## config.mk

```make
export PLATFORM = sky130hd
export DESIGN_NAME = mem_access_seq
export DESIGN_NICKNAME = d
export VERILOG_FILES = /design/src/rtl/mem_access_seq_pkg.sv /design/src/rtl/mem_access_seq_counter.sv /design/src/rtl/mem_access_seq.sv
export SDC_FILE = /design/constraint.sdc
export NUM_CORES = 1
export LEC_CHECK = 0
export ABC_AREA = 1
export CORE_MARGIN = 2
export CORE_UTILIZATION = 38
export DETAILED_ROUTE_END_ITERATION = 6
export MAX_ROUTING_LAYER = met4
export PLACE_DENSITY = 0.79
export SYNTH_ARGS = -nofsm -noshare
export SYNTH_HDL_FRONTEND = slang
export SYNTH_SLANG_ARGS = --single-unit
```

## constraint.sdc

```tcl
create_clock -name clock -period 0.9 [get_ports clock]
set_input_delay 0.27 -clock clock [delete_from_list [all_inputs] [get_ports clock]]
set_output_delay 0.27 -clock clock [all_outputs]
set_load 0.05 [all_outputs]
```

## src/rtl/mem_access_seq_pkg.sv

```systemverilog
//------------------------------------------------------------------------------
// mem_access_seq_pkg : shared state encodings, defaults and output decode
// Rev 1.0
//------------------------------------------------------------------------------
`default_nettype none

package mem_access_seq_pkg;

    localparam logic [2:0] ST_IDLE    = 3'd0;
    localparam logic [2:0] ST_ADDR    = 3'd1;
    localparam logic [2:0] ST_WDATA   = 3'd2;
    localparam logic [2:0] ST_ACCESS  = 3'd3;
    localparam logic [2:0] ST_CAPTURE = 3'd4;
    localparam logic [2:0] ST_DONE    = 3'd5;

    localparam int DEF_MIN_WAIT = 0;
    localparam int DEF_TIMEOUT  = 255;

    typedef enum logic [2:0] {
        S_IDLE    = ST_IDLE,
        S_ADDR    = ST_ADDR,
        S_WDATA   = ST_WDATA,
        S_ACCESS  = ST_ACCESS,
        S_CAPTURE = ST_CAPTURE,
        S_DONE    = ST_DONE
    } state_e;

    typedef struct packed {
        logic busy;
        logic done;
        logic err;
        logic mar_in;
        logic mdr_in;
        logic mdr_read;
        logic mem_rd;
        logic mem_wr;
    } ctl_t;

    // err is left clear here; only the timeout path in the FSM sets it
    function automatic ctl_t decode(input state_e s, input logic w);
        ctl_t c;
        c = '0;
        case (s)
            S_ADDR:    begin c.busy = 1'b1; c.mar_in = 1'b1; end
            S_WDATA:   begin c.busy = 1'b1; c.mdr_in = 1'b1; end
            S_ACCESS:  begin c.busy = 1'b1; c.mem_rd = ~w; c.mem_wr = w; end
            S_CAPTURE: begin c.busy = 1'b1; c.mdr_in = 1'b1; c.mdr_read = 1'b1; end
            S_DONE:    begin c.busy = 1'b1; c.done = 1'b1; end
            default:   c = '0;
        endcase
        return c;
    endfunction

endpackage

`default_nettype wire

```

## src/rtl/mem_access_seq_counter.sv

```systemverilog
//------------------------------------------------------------------------------
// mem_wait_counter : saturating ACCESS-cycle counter, clr has priority over inc
// Rev 1.0
//------------------------------------------------------------------------------
`default_nettype none

module mem_wait_counter #(
    parameter int CNT_W = 8
) (
    input  logic             clock,
    input  logic             clear,
    input  logic             clr,
    input  logic             inc,
    output logic [CNT_W-1:0] count
);

    logic [CNT_W-1:0] count_q;
    logic [CNT_W-1:0] count_d;

    always_comb begin
        count_d = count_q;
        if (clr) begin
            count_d = '0;
        end else if (inc && (count_q != {CNT_W{1'b1}})) begin
            count_d = count_q + 1'b1;
        end
    end

    always_ff @(posedge clock or posedge clear) begin
        if (clear) begin
            count_q <= '0;
        end else begin
            count_q <= count_d;
        end
    end

    assign count = count_q;

endmodule

`default_nettype wire

```

## src/rtl/mem_access_seq.sv

```systemverilog
//------------------------------------------------------------------------------
// mem_access_seq : MAR/MDR + memory handshake sequencer for one CPU access.
// Optional MEM_TIMEOUT_EN aborts ACCESS after TIMEOUT cycles with err. Rev 1.0
//------------------------------------------------------------------------------
`default_nettype none

module mem_access_seq
    import mem_access_seq_pkg::*;
#(
    parameter int MIN_WAIT = DEF_MIN_WAIT,
    parameter int CNT_W    = 8,
    parameter int TIMEOUT  = DEF_TIMEOUT
) (
    input  logic clock,
    input  logic clear,
    input  logic req,
    input  logic wr,
    input  logic mem_ready,
    output logic busy,
    output logic done,
    output logic err,
    output logic MARin,
    output logic MDRin,
    output logic MDR_read,
    output logic mem_rd,
    output logic mem_wr
);

    state_e           state_q, state_d;
    logic             wr_q, wr_d;
    ctl_t             ctl_q, ctl_d;
    logic [CNT_W-1:0] count;
    logic             ready_ok;
    logic             tmo_hit;
    logic             timed_out;

    // Counter sits at zero outside ACCESS, so it is already cleared on entry
    mem_wait_counter #(.CNT_W(CNT_W)) u_wait_cnt (
        .clock (clock),
        .clear (clear),
        .clr   (state_q != S_ACCESS),
        .inc   (state_q == S_ACCESS),
        .count (count)
    );

    always_comb begin
        state_d   = state_q;
        wr_d      = wr_q;
        timed_out = 1'b0;
        ready_ok  = mem_ready && (int'({1'b0, count}) >= MIN_WAIT);
`ifdef MEM_TIMEOUT_EN
        tmo_hit   = int'({1'b0, count}) >= (TIMEOUT - 1);
`else
        // TIMEOUT is non-negative, so ACCESS waits indefinitely
        tmo_hit   = (TIMEOUT < 0);
`endif
        case (state_q)
            S_IDLE: begin
                if (req) begin
                    wr_d    = wr;
                    state_d = S_ADDR;
                end
            end
            S_ADDR:    state_d = wr_q ? S_WDATA : S_ACCESS;
            S_WDATA:   state_d = S_ACCESS;
            S_ACCESS: begin
                if (ready_ok) begin
                    state_d = wr_q ? S_DONE : S_CAPTURE;
                end else if (tmo_hit) begin
                    state_d   = S_DONE;
                    timed_out = 1'b1;
                end
            end
            S_CAPTURE: state_d = S_DONE;
            S_DONE:    state_d = S_IDLE;
            default:   state_d = S_IDLE;
        endcase
        ctl_d     = decode(state_d, wr_d);
        ctl_d.err = timed_out;
    end

    always_ff @(posedge clock or posedge clear) begin
        if (clear) begin
            state_q <= S_IDLE;
            wr_q    <= 1'b0;
            ctl_q   <= '0;
        end else begin
            state_q <= state_d;
            wr_q    <= wr_d;
            ctl_q   <= ctl_d;
        end
    end

    assign busy     = ctl_q.busy;
    assign done     = ctl_q.done;
    assign err      = ctl_q.err;
    assign MARin    = ctl_q.mar_in;
    assign MDRin    = ctl_q.mdr_in;
    assign MDR_read = ctl_q.mdr_read;
    assign mem_rd   = ctl_q.mem_rd;
    assign mem_wr   = ctl_q.mem_wr;

endmodule

`default_nettype wire

```

==> impl_metrics.yaml <==
drt:
  drt_iter0_drc: 4
  detail_route.first_pass.iterations: 2
  drc_viols: 0
  route.vias.total: 364
  route.detailed.vias_per_inst: 4.61
  drt-wirelength-per-cell_um: 11.3
  antenna_left: 0
  drt_wl_total_um: 893
flow_run:
  timing.max_cap.violations: 0
timing:
  timing.final.crit_period_ns: 1.12
  finalMaxSlewViolations: 0
  setup_repair_after_global_routing_missed_its_margin: "yes"
  post_layout_worst_setup_margin_ns: -0.217
  timing.fmax_ghz: 0.895
  clock_skew_ns: 0.00408
  setup_viol_count_final: 17
  finalCritPeriodShare_pct: 124
  report.final.hold_viol_count: 0
placed_design:
  post_dp_cell_area_um2: 724
  port_buffers: 11
  placedCellCount: 75
  post-dp-hpwl_um: 677
  gp_congestion: 0.708
worst_setup_path:
  critPathTopFamily: "simple AND/OR/NAND/NOR gates"
  setup.worst_path.end: "mem_rd"
  most_used_cell_along_the_critical_path: "sky130_fd_sc_hd__nor2_4"
  arrival_time_of_data_at_the_critical_path_endpoint_ns: 1.28
  cp-startpoint: "state_q[0]"
  crit_slowest_cell: "sky130_fd_sc_hd__dfrtp_2"
  worst_r2r_endpoint: "mem_rd"
  rrSetupSlack_ns: -0.22
  timing.critical_path.from_type: "flip-flop"
  critical_path.cell_chain: "nor2_4, nand3_4, nand2_2, inv_2, nor2_4, nor2_2"
  timing.setup.critical_path_class: "flip-flop to flip-flop"
  slowest_delay_ns: 0.44
  number_of_buffer_and_inverter_instances_along_the_worst_setup_path: 1
  cp-end-kind: "flip-flop"
  timing.critical_path.depth: 6
  crit_path_max_fanout: 4
  crit-reg2reg-launch: "state_q[0]"
  required_time_at_the_endpoint_of_the_critical_path_ns: 1.07
  rr_worst_depth: 6
logic_synthesis:
  synth_warnings: 0
  synth.most_common_cell: "sky130_fd_sc_hd__dfrtp_1"
  synth_cells: 48
  postSynthRegisterBits: 11
  commonest_register_cell_after_synthesis: "sky130_fd_sc_hd__dfrtp_1"
  sequential_fraction_of_the_synthesis_area_pct: 54.5
  syn_area_per_cell_um2: 10.5
  synth_common_cells: "11 x sky130_fd_sc_hd__dfrtp_1, 6 x sky130_fd_sc_hd__inv_1, 5 x sky130_fd_sc_hd__nand2_1"
  syn_nets: 53
  mappedNetlistArea_um2: 505
  synth_cell_type_count: 21
  netlist.area_leader.share_pct: 54.5
  asyncSetResetFlopFracSynth_pct: 100
  synth.area.top_cells: "sky130_fd_sc_hd__dfrtp_1 54%, sky130_fd_sc_hd__nor2_2 5.0%, sky130_fd_sc_hd__inv_1 4.5%, sky130_fd_sc_hd__nand3b_4 4.0%, sky130_fd_sc_hd__nand2_1 3.7%"
  synth_top_area_cell: "sky130_fd_sc_hd__dfrtp_1"
  post_synth_edffs: 0
global_route:
  grt_max_degree: 12
  grt_pass1_vias: 337
  grt_first_pass_wirelength_mm: 1.37
  global_route.usage.total_pct: 14.5
  antenna_found_initial: 0
  grt_remaining_overflow: 0
clocking:
  max-clock-path-buffers: 2
  path_clk_slew_ns: 0.07
  cts_hold_repair.buffers: 0
  clk_latency_ns: 0.27
  tritoncts_clock_tree: "yes"
  cts_sinks: 11
  tritoncts.num_buffers: 3
  clock_tree.htree_level_count: 1
  ctsRootBufferMaster: "sky130_fd_sc_hd__clkbuf_4"
power:
  p_leak_nw: 0.371
  pwr_dens_nw_per_um2: 3870
  worst_ir_drop_vdd_mv: 1.89
  totalPowerFinal_mw: 2.98
finish:
  fin_nets: 70
  layoutNonFillerInstCount: 79
  synthToLayoutAreaGrowth_pct: 52.0
  insertedDiodeCount: 0
  layout-drive-gt1-share_pct: 51.6
  final_core_utilization_pct: 60.6
  fin_area_um2: 768
  fillerInstances: 107
floorplan:
  chip_width_um: 40.5
  chipHeight_um: 40.5
  dieArea_um2: 1640
  core_area_um2: 1270
  fp-row-count: 13
  initial_core_util_pct: 39.8
  io_pins: 13
min_path:
  min-delay-path-class: "input port to asynchronous set/reset pin"
run_status:
  failed_checks: "setup timing"
  outcome: "finished with violations"
[stage by stage]
step	hold WS, ns	setup WS [ns]	setup TNS (ns)
detailed placement	0.578	-0.472	-4.18
global route	0.316	-0.278	-3.34
CTS	0.283	-0.211	-2.62
floorplan	0.122	-0.137	-0.463
finish	0.286	-0.217	-2.59
global placement	0.577	-0.436	-3.80
[worst reg2reg max path, stage by stage, from the launching register on]
cell and delay [ns]:
sky130_fd_sc_hd__dfrtp_2 0.44, sky130_fd_sc_hd__nor2_4 0.20, sky130_fd_sc_hd__nand3_4 0.11, sky130_fd_sc_hd__nand2_2 0.08
sky130_fd_sc_hd__inv_2 0.04, sky130_fd_sc_hd__nor2_4 0.09, sky130_fd_sc_hd__nor2_2 0.05
[where the power goes]
part	internal [mW]	switching [mW]
logic	0.748	1.00
registers	0.702	0.194
clock network	0.172	0.157
[cell families after synthesis]
group           Yosys count  share of synthesized area (%)
compound gates            5                           7.18
simple gates             20                           28.7
flops                    11                           54.5
buf+inv                  11                           8.91
other cells               1                          0.742
[layout by cell type, fill, tap and decap left out, types with 3 or more instances in the layout]
cell type                         instances
sky130_fd_sc_hd__buf_12                   8
sky130_fd_sc_hd__inv_1                    6
sky130_fd_sc_hd__nor2_2                   3
sky130_fd_sc_hd__clkdlybuf4s50_1          3
sky130_fd_sc_hd__clkbuf_4                 3
sky130_fd_sc_hd__dfrtp_1                  9
sky130_fd_sc_hd__nand2_1                  5
[metal layers]
layer  vias to the layer above  GRT usage [%]  part of all wire [%]
met4                         0           12.5                   1.7
met5                         -              -                     0
li1                        176              -                     -
met2                         8           23.0                    59
met3                         2           3.33                   2.9
met1                       178           15.0                    36
[flip-flops by register name (all words and copies together), names as in the netlist]
name	flops
MDRin	1
MARin	1
MDR_read	1
done	1
busy	1
mem_wr	1
mem_rd	1
state_q	3
wr_q	1
[how the worst min path moves through the flow]
stage / startpoint / end / slack, ns / depth (start not counted)
4_1_cts: clear / mem_wr / 0.28 / 3
3_3_place_gp: clear / mem_wr / 0.58 / 3
2_1_floorplan: clear / MARin / 0.12 / 1
6_report: clear / mem_wr / 0.29 / 3
5_1_grt: clear / state_q[2] / 0.32 / 3
3_5_place_dp: clear / mem_wr / 0.58 / 3
[final cells by class]
type / count / area (um2) / share of cell area (%)
sequential: 11 / 278 / 36.2
timing repair buffer: 13 / 206 / 26.9
multi-input combinational: 26 / 199 / 25.9
inverter: 10 / 40.0 / 5.21
clock buffer: 4 / 26.3 / 3.42
tap: 15 / 18.8 / 2.44
[timing repair]
| action | 4_1_cts | 5_1_grt |
|---|---|---|
| setup endpoints to repair | 17 | 18 |
| pin swaps | 3 | 1 |
| buffers inserted | 0 | 0 |
| resized for setup | 5 | 2 |
Power figures use the tool's default switching activity.
==> patch 1: new RTL, config.mk and constraints unchanged <==
Add a define of `MEM_TIMEOUT_EN`.
--- a/src/rtl/mem_access_seq.sv
+++ b/src/rtl/mem_access_seq.sv
@@ -3,6 +3,8 @@
 // Optional MEM_TIMEOUT_EN aborts ACCESS after TIMEOUT cycles with err. Rev 1.0
 //------------------------------------------------------------------------------
 `default_nettype none
+
+`define MEM_TIMEOUT_EN
 
 module mem_access_seq
     import mem_access_seq_pkg::*;
Check against the original RTL: same outputs for any inputs over 10 cycles, from zero or initial values; that may be too few to reach the edited logic, so the function may still have changed.
==> patch 1 against the original RTL <==
The flow still finishes with violations (setup timing); final cell count increased by 130%; die area grew 82%; design area grew 110%; critical path depth increased by 2; sequential cell count is 9 higher; setup slack worse by 0.24 ns; sequential power is 57% higher; synthesized area is 92% higher; utilization up 3.9 points; power up 46%; count of clock-buffer cells in the layout fell by 1; wire length increased to 2.7 times the old value; non-clock buffer count is 21 higher.
==> patch 1: results (changes against the original RTL) <==
outcome: "finished with violations"
failed_checks: "setup timing"
grt_use_total: 0.186  # +0.0405
rr_endpoint: "u_wait_cnt.count[6]$_DFFE_PP0P_"
gr-usage-met3: 0.0191  # -0.0142
detail_route.wirelength.met1_um: 901  # +180%
synth-compound-area-share: 0.0722  # +0.000383
flip_flop_and_latch_area_um2: 504  # +82%
clock_buffers: 3  # -1
layout.clock.cell_area_share: 0.0142  # -0.0200
post_cts_resize_count: 10  # +5
post_dp_cell_area_um2: 1370  # +89%
register_area_share_after_synthesis: 0.515  # -0.0291
placed_cells_incl_taps: 171  # +130%
multi_input_comb_area_um2: 539  # +170%
post_synth_fa_ha_maj_area_fraction: 0.0258  # +0.0258
dr_wl_met2_mm: 1.37  # +160%
globalplace.congestion: 0.835  # +18%
grtUsageMet2: 0.335  # +0.105
worst-path-max-fanout: 3  # -1
layout_setup_ws_ns: -0.454  # -0.236 ns
maximum_number_of_pins_on_one_net_before_global_route_repair: 21  # +9
post-cts-setup-buffers: 2  # +2
share_of_post_route_cells_with_drive_strength_above_1: 0.507  # -0.00896
clkTransAtPathRegs_ns: 0.10  # +0.03 ns
port_buffers: 12  # +1
synthToLayoutAreaGrowth_pct: 63.0
met1_usage: 0.207  # +0.0576
worst_skew_pair_latency_ns: 0.30  # +0.03 ns
cts_sinks: 20  # +9
family_with_the_most_delay_on_the_worst_path: "flip-flops"
hpwl_mm: 1.58  # +130%
synth.lib_cells_used.distinct: 20  # -4.8%
power.net_switching_mw: 1.95  # +44%
final_nets: 159  # +130%
non_clock_inverter_count: 20  # +10
routed_wire_length_mm: 2.40  # +170%
buf_share: 0.254  # -0.0150
p_seq_mw: 1.41  # +57%
clock-skew-final_ns: 0.00214  # -0.00194 ns
setup-violations-final: 27  # +10
r2r_cell_count: 8  # +2
leakage_nw: 0.748  # +100%
fill_count: 180  # +68%
met3_wl_um: 66  # +150%
dpl_worst_slack_ns: -0.481  # -0.00930 ns
avgRoutedWirePerCell_um: 13.3  # +18%
worst_vdd_drop_v: 0.00236  # +25%
critical_path.max_stage_delay_ns: 0.40  # -0.04 ns
layout.comb_gates.multi_input: 73  # +180%
dr.first_iter.drc_count: 17  # +13
synthesis.nets: 120  # +130%
vias_per_cell: 4.93  # +7.1%
timing.critical_path.arrival_ns: 1.55  # +0.27 ns
yosys-top-cells-count: "20 x dfrtp_1, 18 x nand2_1, 17 x inv_1, 14 x nor2_1, 9 x nand3_1"
post_route_worst_hold_slack_ns: 0.279  # -0.00703 ns
setup_tns_ns: -8.59  # -6.01 ns
grt_pass1_wl_mm: 3.77  # +170%
largest_reg_flops: 8  # +5
cell_at_the_slowest_stage_of_the_critical_path: "dfrtp_1"
-- patch 1: worst max-delay path by stage --
| stage | start | endpoint | slack (ns) | cells past startpoint |
|---|---|---|---|---|
| 2_1_floorplan | u_wait_cnt.count[0]$_DFFE_PP0P_ | busy$_DFF_PP0_ | -0.28 | 9 |
| 3_3_place_gp | mem_ready | busy$_DFF_PP0_ | -0.44 | 6 |
| 3_5_place_dp | req | MDRin$_DFF_PP0_ | -0.48 | 8 |
| 4_1_cts | u_wait_cnt.count[0]$_DFFE_PP0P_ | busy$_DFF_PP0_ | -0.45 | 9 |
| 5_1_grt | u_wait_cnt.count[0]$_DFFE_PP0P_ | u_wait_cnt.count[6]$_DFFE_PP0P_ | -0.54 | 8 |
| 6_report | u_wait_cnt.count[0]$_DFFE_PP0P_ | u_wait_cnt.count[6]$_DFFE_PP0P_ | -0.45 | 8 |
